<file path="src/rtl/io_pkg.sv">
// Shared FSM state type and default widths for the pushbutton operand input path.
package io_pkg;

    localparam int SW_WIDTH_DEF   = 15;
    localparam int DATA_WIDTH_DEF = 32;

    typedef enum logic [1:0] {
        ST_IDLE    = 2'd0,
        ST_ARMED   = 2'd1,
        ST_PRESSED = 2'd2,
        ST_HOLD    = 2'd3
    } io_state_e;

endpackage

</file>
<file path="src/rtl/input_debouncer.sv">
// Pushbutton conditioning: 2-flop synchronizer, optional stable-count debounce, edge pulses.
// INPUT_DEBOUNCE_EN selects the debounce counter; otherwise the synchronized level is used directly.
module input_debouncer #(
    parameter int DEBOUNCE_CYCLES = 500000
) (
    input  logic clock,
    input  logic reset,
    input  logic raw_n,
    output logic level,
    output logic press_evt,
    output logic release_evt
);

    logic sync1_q, sync1_d;
    logic sync2_q, sync2_d;
    logic level_prev_q, level_prev_d;
    logic btn;

    if (DEBOUNCE_CYCLES < 1) begin : g_bad_cycles
        $error("input_debouncer: DEBOUNCE_CYCLES must be at least 1");
    end

    assign sync1_d = raw_n;
    assign sync2_d = sync1_q;
    assign btn     = ~sync2_q;

    // Synchronizer resets to the released (high) level so reset never looks like a press.
    always_ff @(posedge clock or posedge reset) begin
        if (reset) begin
            sync1_q <= 1'b1;
            sync2_q <= 1'b1;
        end else begin
            sync1_q <= sync1_d;
            sync2_q <= sync2_d;
        end
    end

`ifdef INPUT_DEBOUNCE_EN
    localparam int CNT_W = $clog2(DEBOUNCE_CYCLES + 1);

    logic [CNT_W-1:0] cnt_q, cnt_d;
    logic             level_q, level_d;

    always_comb begin
        cnt_d   = '0;
        level_d = level_q;
        if (btn != level_q) begin
            if (cnt_q == CNT_W'(DEBOUNCE_CYCLES - 1)) begin
                level_d = btn;
            end else begin
                cnt_d = cnt_q + 1'b1;
            end
        end
    end

    always_ff @(posedge clock or posedge reset) begin
        if (reset) begin
            cnt_q   <= '0;
            level_q <= 1'b0;
        end else begin
            cnt_q   <= cnt_d;
            level_q <= level_d;
        end
    end

    assign level = level_q;
`else
    assign level = btn;
`endif

    assign level_prev_d = level;

    always_ff @(posedge clock or posedge reset) begin
        if (reset) begin
            level_prev_q <= 1'b0;
        end else begin
            level_prev_q <= level_prev_d;
        end
    end

    assign press_evt   =  level & ~level_prev_q;
    assign release_evt = ~level &  level_prev_q;

endmodule

</file>
<file path="src/rtl/input_controller.sv">
// Operand input controller: waits for a processor request, captures the switch bank on a
// debounced button press and holds it until acknowledged. Debounce enabled by INPUT_DEBOUNCE_EN.
//
//   state      | meaning
//   -----------+--------------------------------------------------------------
//   ST_IDLE    | no request pending; button events ignored
//   ST_ARMED   | request pending, LED on, waiting for a fresh press
//   ST_PRESSED | operand captured, waiting for the button to be released
//   ST_HOLD    | operand valid, waiting for the processor ack
module input_controller
    import io_pkg::*;
#(
    parameter int DEBOUNCE_CYCLES = 500000,
    parameter int SW_WIDTH        = SW_WIDTH_DEF,
    parameter int DATA_WIDTH      = DATA_WIDTH_DEF
) (
    input  logic                  clock,
    input  logic                  reset,
    input  logic                  enter,
    input  logic [SW_WIDTH-1:0]   switches,
    input  logic                  req,
    input  logic                  ack,
    output logic [DATA_WIDTH-1:0] data,
    output logic                  valid,
    output logic                  waiting
);

    io_state_e             state_q, state_d;
    logic [DATA_WIDTH-1:0] data_q, data_d;
    logic                  btn_level;
    logic                  press_evt;
    logic                  release_evt;

    input_debouncer #(
        .DEBOUNCE_CYCLES (DEBOUNCE_CYCLES)
    ) u_debouncer (
        .clock       (clock),
        .reset       (reset),
        .raw_n       (enter),
        .level       (btn_level),
        .press_evt   (press_evt),
        .release_evt (release_evt)
    );

    // A press only counts if it happens while armed, so a button held across req rising
    // never produces a capture.
    always_comb begin
        state_d = state_q;
        data_d  = data_q;
        case (state_q)
            ST_IDLE: begin
                if (req) state_d = ST_ARMED;
            end
            ST_ARMED: begin
                if (!req) begin
                    state_d = ST_IDLE;
                end else if (press_evt && btn_level) begin
                    state_d = ST_PRESSED;
                    data_d  = DATA_WIDTH'($signed(switches));
                end
            end
            ST_PRESSED: begin
                if (release_evt) state_d = ST_HOLD;
            end
            ST_HOLD: begin
                if (ack) state_d = ST_IDLE;
            end
            default: state_d = ST_IDLE;
        endcase
    end

    always_ff @(posedge clock or posedge reset) begin
        if (reset) begin
            state_q <= ST_IDLE;
            data_q  <= '0;
        end else begin
            state_q <= state_d;
            data_q  <= data_d;
        end
    end

    assign data    = data_q;
    assign valid   = (state_q == ST_HOLD);
    assign waiting = (state_q == ST_ARMED) || (state_q == ST_PRESSED);

endmodule
</file>
<file path="config.mk">
export PLATFORM = sky130hd
export DESIGN_NAME = input_controller
export DESIGN_NICKNAME = d
export VERILOG_FILES = /design/src/rtl/io_pkg.sv /design/src/rtl/input_debouncer.sv /design/src/rtl/input_controller.sv
export SDC_FILE = /design/constraint.sdc
export NUM_CORES = 1
export LEC_CHECK = 0
export CAP_MARGIN = 10
export CORE_ASPECT_RATIO = 1.25
export CORE_UTILIZATION = 37
export DETAILED_ROUTE_END_ITERATION = 8
export PLACE_DENSITY = 0.74
export SYNTH_ARGS = -nofsm -noshare
export SYNTH_HDL_FRONTEND = slang
export SYNTH_SLANG_ARGS = --single-unit
</file>
<file path="constraint.sdc">
create_clock -name clock -period 2 [get_ports clock]
set_clock_uncertainty 0.05 [all_clocks]
set_input_delay 0.4 -clock clock [delete_from_list [all_inputs] [get_ports clock]]
set_output_delay 0.4 -clock clock [all_outputs]
set_load 0.02 [all_outputs]
</file>
### Yosys cells after proc, flatten, opt, wreduce, memory -nomap -nowiden

Cells that the tools add are included.

| storage, ports and cells | value |
|---|---|
| logic and storage cells | 27 |
| flip-flop bits (word level) | 20 |
| input port bits | 20 |
| output and inout bits | 34 |

| cells by class | value |
|---|---|
| bitwise gates (word level) | 4 |
| reduce and logical (&&, ||, !) cells | 5 |
| eq/ne operators | 7 |
| mux-type cells | 6 |

Operators with widths:

| kind | number |
|---|---|
| 2-bit 2-to-1 mux | 5 |
| 2-bit one-hot mux with 4 select lines | 1 |
| 2-bit inequality test, second input constant | 3 |
| 2-bit == test, second input constant | 2 |
| 4-bit AND reduction | 1 |
| 3-bit inequality test, second input constant | 1 |
| 3-bit AND reduction | 1 |
| 1-bit bitwise AND | 2 |
| 2-bit by 1-bit == test with 1-bit output, second input constant | 1 |
| 2-bit logical NOT | 1 |
| 1-bit NOT | 2 |
| 1-bit logical AND | 1 |
| 1-bit logical OR | 1 |

### Depth between registers and ports, before layout

Gate-level depths: netlist (run 1).

| logic depth | value |
|---|---|
| depth after elaboration | 6 |
| depth in mapped cells | 6 |
| gate-level depth less buffers | 6 |

### Hierarchy

A second synthesis (run 1) with hierarchy kept.

| unflattened totals | value |
|---|---|
| cells, all modules | 75 |
| area total of the unflattened synthesis | 984.7 um^2 |

By module, submodules not included:

| module | cells each | sequential area each (um^2) | times used | area an instance (um^2) |
|---|---|---|---|---|
| input_controller | 68 | 425.4 | 1 | 889.6 |
| input_debouncer | 7 | 77.6 | 1 | 95.1 |

### Worst setup path after synthesis (run 1)

OpenSTA, ideal clock, no wires.

| timing path | value |
|---|---|
| kind | reg2reg |
| from | reg (tool-made name) |
| to | reg data_q[10] (netlist: data[10]) |
| data required time | 1.825 ns |
| stages on the path, launching flop included | 7 |
| period minus slack after synthesis | 1.601 ns |
| setup time | 0.125 ns |
| path buffers | 1 |
| data arrival time | 1.427 ns |
| slack | 0.399 ns |
| cell sequence | dfrtp_1 -> inv_1 -> ha_1 -> nand2_2 -> nor3_4 -> buf_6 -> mux2_2 |

RTL lines:

| item | RTL line | text |
|---|---|---|
| end signal: assignment | input_controller.sv:78 | `data_q <= data_d;` |
| end: declaration | input_controller.sv:29 | `logic [DATA_WIDTH-1:0] data_q, data_d;` |

==> results of run 1 <==
[cell usage after synthesis (all sizes together)]
| library cell | n | area, µm² |
|---|---|---|
| dfstp | 2 | 52.6 |
| inv | 5 | 18.8 |
| dfrtp | 18 | 450 |
| a21oi | 1 | 5.00 |
| nand2b | 1 | 6.26 |
| o221ai | 1 | 15.0 |
| nor2 | 1 | 3.75 |
| buf | 18 | 139 |
| o32a | 1 | 10.0 |
| nand2 | 2 | 10.0 |
| nor3 | 1 | 16.3 |
| a211o | 1 | 8.76 |
| mux2 | 15 | 169 |
| ha | 4 | 50.1 |
| mux2i | 1 | 10.0 |
[registers in the layout, summed over array words and instances (netlist names), named ones only]
name / cells
data: 15
state_q: 1
u_debouncer.level_prev_q: 1
u_debouncer.sync1_q: 1
u_debouncer.sync2_q: 1
[layer usage]
metal | global-route usage (%) | routed length, µm | vias to the layer above
met5 | 0 | 0 | -
met2 | 26.4 | 1080 | 19
met1 | 13.5 | 667 | 313
li1 | - | - | 314
met3 | 1.83 | 54 | 2
met4 | 8.33 | 23 | 0
[worst max path at each step]
stage / startpoint / end / slack [ns] / cells past startpoint
2_1_floorplan: register / data[10]$_DFFE_PP0P_ / 0.40 / 6
3_3_place_gp: req / data[13]$_DFFE_PP0P_ / 0.19 / 5
3_5_place_dp: req / data[13]$_DFFE_PP0P_ / 0.16 / 5
4_1_cts: state_q[0]$_DFFE_PP0P_ / valid / 0.01 / 2
5_1_grt: state_q[0]$_DFFE_PP0P_ / waiting / 0.05 / 3
6_report: data[14]$_DFFE_PP0P_ / data[25] / 0.10 / 2
[kinds of logic (layout without fill, tap and decap cells)]
family | after synthesis | count (layout)
AO/OA/AOI/OAI | 4 | 4
adder cells (fa/ha/maj) | 4 | 4
buffers and inverters | 23 | 67
AND/OR/NAND/NOR | 5 | 5
multiplexers | 16 | 16
flip-flops | 20 | 20
[worst max-delay path, stage by stage, from the launching register on]
cell and delay [ns]:
dfrtp_2 0.37, clkbuf_4 0.17, clkdlybuf4s50_1 0.61
[timing repair]
| action | in CTS | in global routing |
|---|---|---|
| buffers inserted | 0 | 2 |
| setup endpoints to repair | 19 | 19 |
| resized for setup | 2 | 1 |
| hold buffers | 0 | 0 |
[final cells by class]
type / instances / area, µm²
Tap cell: 33 / 41.3
Clock buffer: 3 / 22.5
Sequential cell: 20 / 504
Timing Repair Buffer: 58 / 569
Fill cell: 206 / 962
Multi-Input combinational cell: 29 / 304
Inverter: 5 / 18.8
Clock inverter: 1 / 30.0
[power groups by stage]
stage               clock, mW  sequential (mW)  combinational (mW)
floorplan                   0            0.898               0.804
global placement            0            0.713                1.50
detailed placement          0            0.724                1.52
CTS                     0.329            0.717                1.51
global route            0.348            0.697                1.66
finish                  0.321            0.675                1.57
[per-stage QoR]
step	hold WS (ns)	std cells	instance area (µm²)
detailed placement	0.301	143	1420
floorplan	0.295	72	965
global placement	0.296	143	1420
global route	0.331	149	1490
finish	0.321	149	1490
CTS	0.320	147	1470
==> qor.csv, run 1 <==
metric,value,unit
Critical Path Start Type,register,
RSZ-0062 raised after global routing,no,
largest net degree at the start of global routing,21,
Final ANT Viol Nets,0,
Setup WS post-layout,0.103,ns
"most common cell after layout, fill and taps aside",clkdlybuf4s50_1,
Synth Area in XOR/XNOR,0,%
most frequent cells in the layout,"51 x clkdlybuf4s50_1, 17 x dfrtp_1, 15 x mux2_2",
dpl ws,0.160,ns
RePlAce Congestion,0.632,
status,"complete, no violations",
aggregate global-route resource usage,14.0,%
Critical Path AT,1.45,ns
Clock power frac,12.5,%
Rel. slew slack,83.6,%
layout cells sized above 1,25.9,%
FF-to-FF path depth,6,
Hold EP,u_debouncer.sync2_q$_DFF_PP1_,
switch share,37.8,%
critical path class,reg2out,
n_diodes,0,
final WL,1830,µm
Syn Nets,96,
Max Cap Viol,0,
Max Freq,527,MHz
Post-Synth Simple-Gate Area,3.76,%
"Setup violations, final",0,
crit-path max FO,9,
IO Port Bufs,53,
Mean Syn Cell Area,13.4,µm²
NetSw,970,µW
largest family of logic cells by synthesized area,multiplexers,
final setup TNS,0,ns
post-synth cell types,17,
post-synthesis cell count,72,
routed vias/inst,4.35,
Final Hold Violating Endpoints,0,
CP endpoint kind,output pin,
HPWL Detailed,1430,µm
initial antenna violation count,0,
Pre-Repair DR Iteration Count,3,
"Slew Viols, Final",0,
Synth Area in Compound Gates,4.02,%
first-pass GRT wire length,2680,µm
routed len/inst,12.3,µm
leakage power,0.653,nW
core area,0.00245,mm²
Synth Area in Adders,5.19,%
Congestion Overflow GR,0,
CTS tree,yes,
via count,648,
fin util,60.8,%
worst hold path class,reg2reg,
CTS H-Tree Depth,1,
Worst Max-Slew Pin Slew,0.246,ns
"Min Clock Period, post-route",1.90,ns
Initial Util,39.3,%
sequential fraction of the synthesis area,52.1,%
Tot Pwr,2.56,mW
root buffer cell,clkbuf_4,
Num Clock Sinks,20,
hold path cells,0,
VDD IR max,0.927,mV
die area,0.00282,mm²
Final Cycle Share,94.8,%
Synth Warn #,0,
Gate power share,61.1,%
Iteration-0 DRC Markers,1,
Nets,141,
chip width,47.7,µm
mux share of post-synthesis cell area,18.5,%
CTS buffer count,3,
RR Endpoint,data[13]$_DFFE_PP0P_,
clk buf depth,2,
r2r setup slk,0.36,ns
number of global-route vias before repair,608,
Synth Register Bits,20,
Mapped Area,965,µm²
Pwr Density,1720,mW/mm²
share of power burned in registers,26.3,%
I/O Pins,54,
Critical Path RT,1.55,ns
critical hold path startpoint,u_debouncer.sync1_q$_DFF_PP1_,
cell row count,20,
clock input transition at the sequential cells of the worst setup and hold paths,0.11,ns
Layout area overhead,54.5,%
Power Internal,1.59,mW
"Clk Latency, worst-skew pair",0.29,ns
# DRC,0,
Die Y,59.1,µm
No activity file was read; power rests on OpenSTA's default activity.
==> inputs of run 2 (changes only) <==
Settings changed: CORE_MARGIN set to 1.5, SETUP_SLACK_MARGIN set to 0.5.
==> run 2 against run 1 <==
Against the previous run:
- sequential share of layout area decreased by 1.4 points
- critical path type unchanged
- design area increased by 4.4%
- die area increased by 3.8%
- highest routed layer unchanged
- largest power group unchanged
- via count increased by 4.0%
==> qor.csv, run 2 (synthesis gave the netlist of run 1 again) <==
metric,value,unit,change
final setup TNS,0,ns,unchanged
leakage power,0.741,nW,was 0.653 nW
routing usage on met3,2.50,%,was 1.83%
most frequent cells in the layout,"18 x clkdlybuf4s50_1, 17 x dfrtp_1, 16 x buf_2",,"was 51 x clkdlybuf4s50_1, 17 x dfrtp_1, 15 x mux2_2"
Max Cap Viol,0,,unchanged
share of power burned in registers,26.4,%,was 26.3%
Final ANT Viol Nets,0,,unchanged
multi-input logic area,403,µm²,was 304 µm²
Nets,146,,was 141
layout cells sized above 1,51.2,%,was 25.9%
met1 usage,16.3,%,was 13.5%
initial antenna violation count,0,,unchanged
crit-path max FO,3,,was 9
switch share,40.6,%,was 37.8%
# DRC,0,,unchanged
aggregate global-route resource usage,15.3,%,was 14.0%
Gate power share,61.2,%,was 61.1%
routed len/inst,14.6,µm,was 12.3 µm
"most common cell after layout, fill and taps aside",clkdlybuf4s50_1,,unchanged
final WL,2250,µm,was 1830 µm
Initial Util,39.3,%,unchanged
"Clk Latency, worst-skew pair",0.29,ns,about the same
status,"complete, no violations",,unchanged
grt met2 use,29.9,%,was 26.4%
Final Hold Violating Endpoints,0,,unchanged
Rel. slew slack,67.8,%,was 83.6%
IO Port Bufs,53,,unchanged
Iteration-0 DRC Markers,9,,was 1
cell row count,20,,unchanged
number of global-route vias before repair,687,,was 608
"Slew Viols, Final",0,,unchanged
RePlAce Congestion,0.712,,was 0.632
CP endpoint kind,output pin,,unchanged
Critical Path RT,1.55,ns,about the same
core area,0.00245,mm²,unchanged
worst hold path class,reg2reg,,unchanged
I/O Pins,54,,unchanged
VDD IR max,0.848,mV,was 0.927 mV
CTS buffer count,3,,unchanged
dpl ws,0.0789,ns,was 0.160 ns
die area,0.00292,mm²,was 0.00282 mm²
root buffer cell,clkbuf_4,,unchanged
clk buf depth,2,,unchanged
first-pass GRT wire length,3350,µm,was 2680 µm
HPWL Detailed,1590,µm,was 1430 µm
Worst Max-Slew Pin Slew,0.483,ns,was 0.246 ns
register area,504,µm²,unchanged
Pre-Repair DR Iteration Count,4,,was 3
Setup WS post-layout,0.389,ns,was 0.103 ns
Congestion Overflow GR,0,,unchanged
n_diodes,0,,unchanged
Pwr Density,1680,mW/mm²,was 1720 mW/mm²
critical path class,reg2out,,unchanged
CTS H-Tree Depth,1,,unchanged
Layout area overhead,61.3,%,was 54.5%
Critical Path AT,1.16,ns,was 1.45 ns
# fillers,223,,was 206
CTS tree,yes,,unchanged
Die Y,60.1,µm,was 59.1 µm
NetSw,1.06,mW,was 970 µW
via count,674,,was 648
Critical Path Start Type,register,,unchanged
RSZ-0062 raised after global routing,yes,,was no
Clock power frac,12.5,%,about the same
grt peak-use layer,met2,,unchanged
Final Cycle Share,80.6,%,was 94.8%
Max Freq,621,MHz,was 527 MHz
clock input transition at the sequential cells of the worst setup and hold paths,0.11,ns,about the same
Num Clock Sinks,20,,unchanged
chip width,48.7,µm,was 47.7 µm
largest net degree at the start of global routing,14,,was 21
"Setup violations, final",0,,unchanged
"Min Clock Period, post-route",1.61,ns,was 1.90 ns
Power Internal,1.55,mW,was 1.59 mW
routed vias/inst,4.38,,was 4.35
max FFs per register,15,,unchanged
run 2: cell types whose count changed in the layout (fill, tap and decap cells not counted), moves of 3 or more:
cell | previous run | this run
clkdlybuf4s50_1 | 51 | 18
buf_2 | 0 | 16
mux2_2 | 15 | 0
mux2_4 | 0 | 15
clkdlybuf4s15_1 | 0 | 11
buf_6 | 0 | 8
ha_1 | 4 | 1
ha_4 | 0 | 3
inv_1 | 5 | 2
inv_2 | 0 | 3
run 2: area by class of cell:
type / instances / area share, %
timing repair buffer: 63 / 34.5
sequential: 20 / 32.4
tap: 33 / 2.65
inverter: 5 / 1.21
clock inverter: 1 / 1.93
clock buffer: 3 / 1.45
multi-input combinational: 29 / 25.9
run 2: routing by layer:
metal  up-vias  routed length [µm]  part of all wire (%)
li1        318                   -                     -
met1       337                 915                    41
met2        17                1260                    56
met3         2                  57                   2.5
met4         0                  11                  0.49
met5         -                   0                     0
run 2: power by group through the flow:
stage / Clock [mW] / Combinational, mW / Sequential (mW)
floorplan: 0 / 0.823 / 0.904
global placement: 0 / 1.53 / 0.716
detailed placement: 0 / 1.55 / 0.736
CTS: 0.331 / 1.38 / 0.667
global route: 0.348 / 1.69 / 0.711
finish: 0.326 / 1.60 / 0.688
run 2: what timing repair did:
action	CTS	global route
buffers inserted	4	2
hold buffers	0	0
endpoints found under the setup margin	50	48
resized for setup	101	43
cloned	1	0
pin swaps	1	2
run 2: critical path, cell delays in order (launching register included):
cell and delay, ns:
dfrtp_1 0.43, inv_2 0.11, ha_4 0.21, buf_6 0.12
run 2: final timing paths:
kind                                               start                            end  slack [ns]  depth (start not counted)
min                        u_debouncer.sync1_q$_DFF_PP1_  u_debouncer.sync2_q$_DFF_PP1_        0.32                          0
min reg2reg                u_debouncer.sync1_q$_DFF_PP1_  u_debouncer.sync2_q$_DFF_PP1_        0.32                          0
max                               state_q[0]$_DFFE_PP0P_                        waiting        0.39                          3
max in group asynchronous                          reset            data[0]$_DFFE_PP0P_        1.05                          3
min in group asynchronous                          reset            data[9]$_DFFE_PP0P_        0.36                          2
max reg2reg                       state_q[0]$_DFFE_PP0P_            data[4]$_DFFE_PP0P_        0.42                          6
run 2: stage by stage:
stage	util, %	hold slack (ns)	total power, mW	instances	instance area [µm²]
floorplan	-	0.295	1.73	72	982
global placement	58.6	0.297	2.24	143	1440
detailed placement	58.6	0.299	2.28	143	1440
CTS	58.3	0.310	2.38	152	1430
global route	63.5	0.306	2.75	154	1560
finish	63.5	0.315	2.61	154	1560
==> inputs of run 3 (changes only) <==
Clock period 2 ns to 1.5 ns, I/O delays scaled along.
==> run 3 against run 2 <==
Against the previous run:
- the flow now finishes with violations (setup timing)
- critical path depth rose by 4
- worst hold slack got worse by 0.053 ns
- cell count grew 7.8%
- total power up 63%
- die area is the same
- sequential share of layout area fell by 4.5 points
- design area up 16%
- sequential power is 40% higher
- routed wire length is 13% higher
- worst setup slack got worse by 0.49 ns
- combinational power grew 87%
- largest power group unchanged
- highest routed layer unchanged
==> qor.csv, run 3 (synthesis gave the netlist of run 1 again) <==
metric,value,unit,change
status,"finished, violations left",,"was complete, no violations"
failing checks,setup timing,,
CP Depth,7,,was 3
CP max stage cell,dfrtp_1,,unchanged
"most common cell after layout, fill and taps aside",buf_6,,was clkdlybuf4s50_1
aggregate global-route resource usage,18.5,%,was 15.3%
root buffer cell,clkbuf_4,,unchanged
cell row count,20,,unchanged
Gate power share,70.2,%,was 61.2%
Critical Path RT,1.65,ns,was 1.55 ns
Num Clock Sinks,20,,unchanged
Final Hold Violating Endpoints,0,,unchanged
Max Cap Viol,0,,unchanged
max FFs per register,15,,unchanged
via count,757,,was 674
wire length on met1,980,µm,was 915 µm
clock input transition at the sequential cells of the worst setup and hold paths,0.11,ns,about the same
Worst Max-Slew Pin Slew,0.246,ns,was 0.483 ns
final instance area,0.00181,mm²,was 0.00156 mm²
Critical Path Start Type,register,,unchanged
Critical Path AT,1.75,ns,was 1.16 ns
Highest Signal Layer,met4,,unchanged
crit-path cells,"inv_2, buf_12, ha_4, nand2_4, nor3_4, buf_4, mux2_2",,"was inv_2, ha_4, buf_6"
IO Port Bufs,53,,unchanged
FF-to-FF path depth,7,,was 6
NetSw,1.60,mW,was 1.06 mW
worst hold path class,in2async,,was reg2reg
crit-path max FO,4,,was 3
number of global-route vias before repair,802,,was 687
layout cells sized above 1,64.7,%,was 51.2%
"Setup violations, final",22,,was 0
Congestion Overflow GR,0,,unchanged
CTS H-Tree Depth,1,,unchanged
cell family with most CP delay,flip-flops,,unchanged
share of power burned in registers,22.6,%,was 26.4%
first-pass GRT wire length,4010,µm,was 3350 µm
Layout area overhead,87.5,%,was 61.3%
dpl ws,-0.281,ns,was 0.0789 ns
chip width,48.7,µm,unchanged
initial antenna violation count,0,,unchanged
Clock power frac,7.2,%,was 12.5%
routed len/inst,15.2,µm,was 14.6 µm
placed instance area,0.00149,mm²,was 0.00144 mm²
core area,0.00245,mm²,unchanged
met2 wire len,1450,µm,was 1260 µm
"Min Clock Period, post-route",1.61,ns,
Final Cycle Share,107,%,
most frequent cells in the layout,"34 x buf_6, 19 x clkdlybuf4s50_1, 17 x dfrtp_1",,"was 18 x clkdlybuf4s50_1, 17 x dfrtp_1, 16 x buf_2"
# DRC,0,,unchanged
Rel. slew slack,83.6,%,was 67.8%
Power Internal,2.65,mW,was 1.55 mW
RSZ-0062 raised after global routing,yes,,unchanged
Die Y,60.1,µm,unchanged
leakage power,0.852,nW,was 0.741 nW
Setup WS post-layout,-0.106,ns,was 0.389 ns
die area,0.00292,mm²,unchanged
fin util,73.8,%,was 63.5%
largest net degree at the start of global routing,21,,was 14
VDD IR max,1.44,mV,was 0.848 mV
hold slack final,0.262,ns,was 0.315 ns
Pre-Repair DR Iteration Count,2,,was 4
delay of the slowest critical-path stage,0.42,ns,was 0.43 ns
Nets,158,,was 146
routed vias/inst,4.56,,was 4.38
CP endpoint kind,register,,was output pin
Initial Util,39.3,%,unchanged
Pwr Density,2350,mW/mm²,was 1680 mW/mm²
"Slew Viols, Final",0,,unchanged
RePlAce Congestion,0.674,,was 0.712
final WL,2530,µm,was 2250 µm
Final ANT Viol Nets,0,,unchanged
n_diodes,0,,unchanged
CTS tree,yes,,unchanged
switch share,37.7,%,was 40.6%
HPWL Detailed,1670,µm,was 1590 µm
clk buf depth,2,,unchanged
critical path class,reg2reg,,was reg2out
CP bufs+invs,3,,was 2
Max Freq,623,MHz,
"Clk Latency, worst-skew pair",0.30,ns,was 0.29 ns
Iteration-0 DRC Markers,15,,was 9
CTS buffer count,3,,unchanged
I/O Pins,54,,unchanged
routed wl met3,44,µm,was 57 µm
[run 3: final timing paths]
check / slack (ns) / endpoint / start
min in group clock: 0.31 / u_debouncer.sync2_q$_DFF_PP1_ / u_debouncer.sync1_q$_DFF_PP1_
setup reg to reg: -0.11 / data[3]$_DFFE_PP0P_ / register
setup / recovery: -0.11 / data[3]$_DFFE_PP0P_ / register
max in group asynchronous: 0.87 / u_debouncer.sync1_q$_DFF_PP1_ / reset
hold reg to reg: 0.31 / u_debouncer.sync2_q$_DFF_PP1_ / u_debouncer.sync1_q$_DFF_PP1_
hold / removal: 0.26 / data[3]$_DFFE_PP0P_ / reset
[run 3: worst min-delay path: cells and delay by family]
| family | cells | cell delay (ns) |
|---|---|---|
| buf+inv | 3 | 0.70 |
[run 3: what timing repair did]
action,4_1_cts,5_1_grt
buffers inserted,8,4
cloned,2,0
resized for setup,228,9
pin swaps,2,1
endpoints found under the setup margin,51,51
hold buffers,0,0
[run 3: final cells by class]
| class | instances | area (µm²) |
|---|---|---|
| Tap cell | 33 | 41.3 |
| Multi-Input combinational cell | 29 | 393 |
| Timing Repair Buffer | 75 | 816 |
| Fill cell | 166 | 643 |
| Inverter | 5 | 18.8 |
| Clock buffer | 4 | 36.3 |
| Sequential cell | 20 | 504 |
[run 3: metrics by stage]
step,cells,power (mW),setup TNS [ns]
final,166,4.26,-1.52
after CTS,162,4.09,-1.64
after global routing,166,4.45,-2.89
after global placement,148,3.09,-6.45
after floorplan,72,2.30,-0.978
after detailed placement,148,3.15,-7.67
[run 3: per-layer routing]
| metal | GRT usage, % | up-vias |
|---|---|---|
| met5 | 0 | - |
| met2 | 35.0 | 21 |
| li1 | - | 346 |
| met1 | 21.3 | 384 |
| met3 | 1.50 | 6 |
| met4 | 8.57 | 0 |
[run 3: power by group through the flow]
| stage | combinational, mW | clock (mW) | sequential (mW) |
|---|---|---|---|
| finish | 2.99 | 0.307 | 0.961 |
| detailed placement | 2.19 | 0 | 0.966 |
| global route | 3.12 | 0.332 | 0.990 |
| floorplan | 1.10 | 0 | 1.21 |
| global placement | 2.15 | 0 | 0.941 |
| CTS | 2.81 | 0.318 | 0.958 |
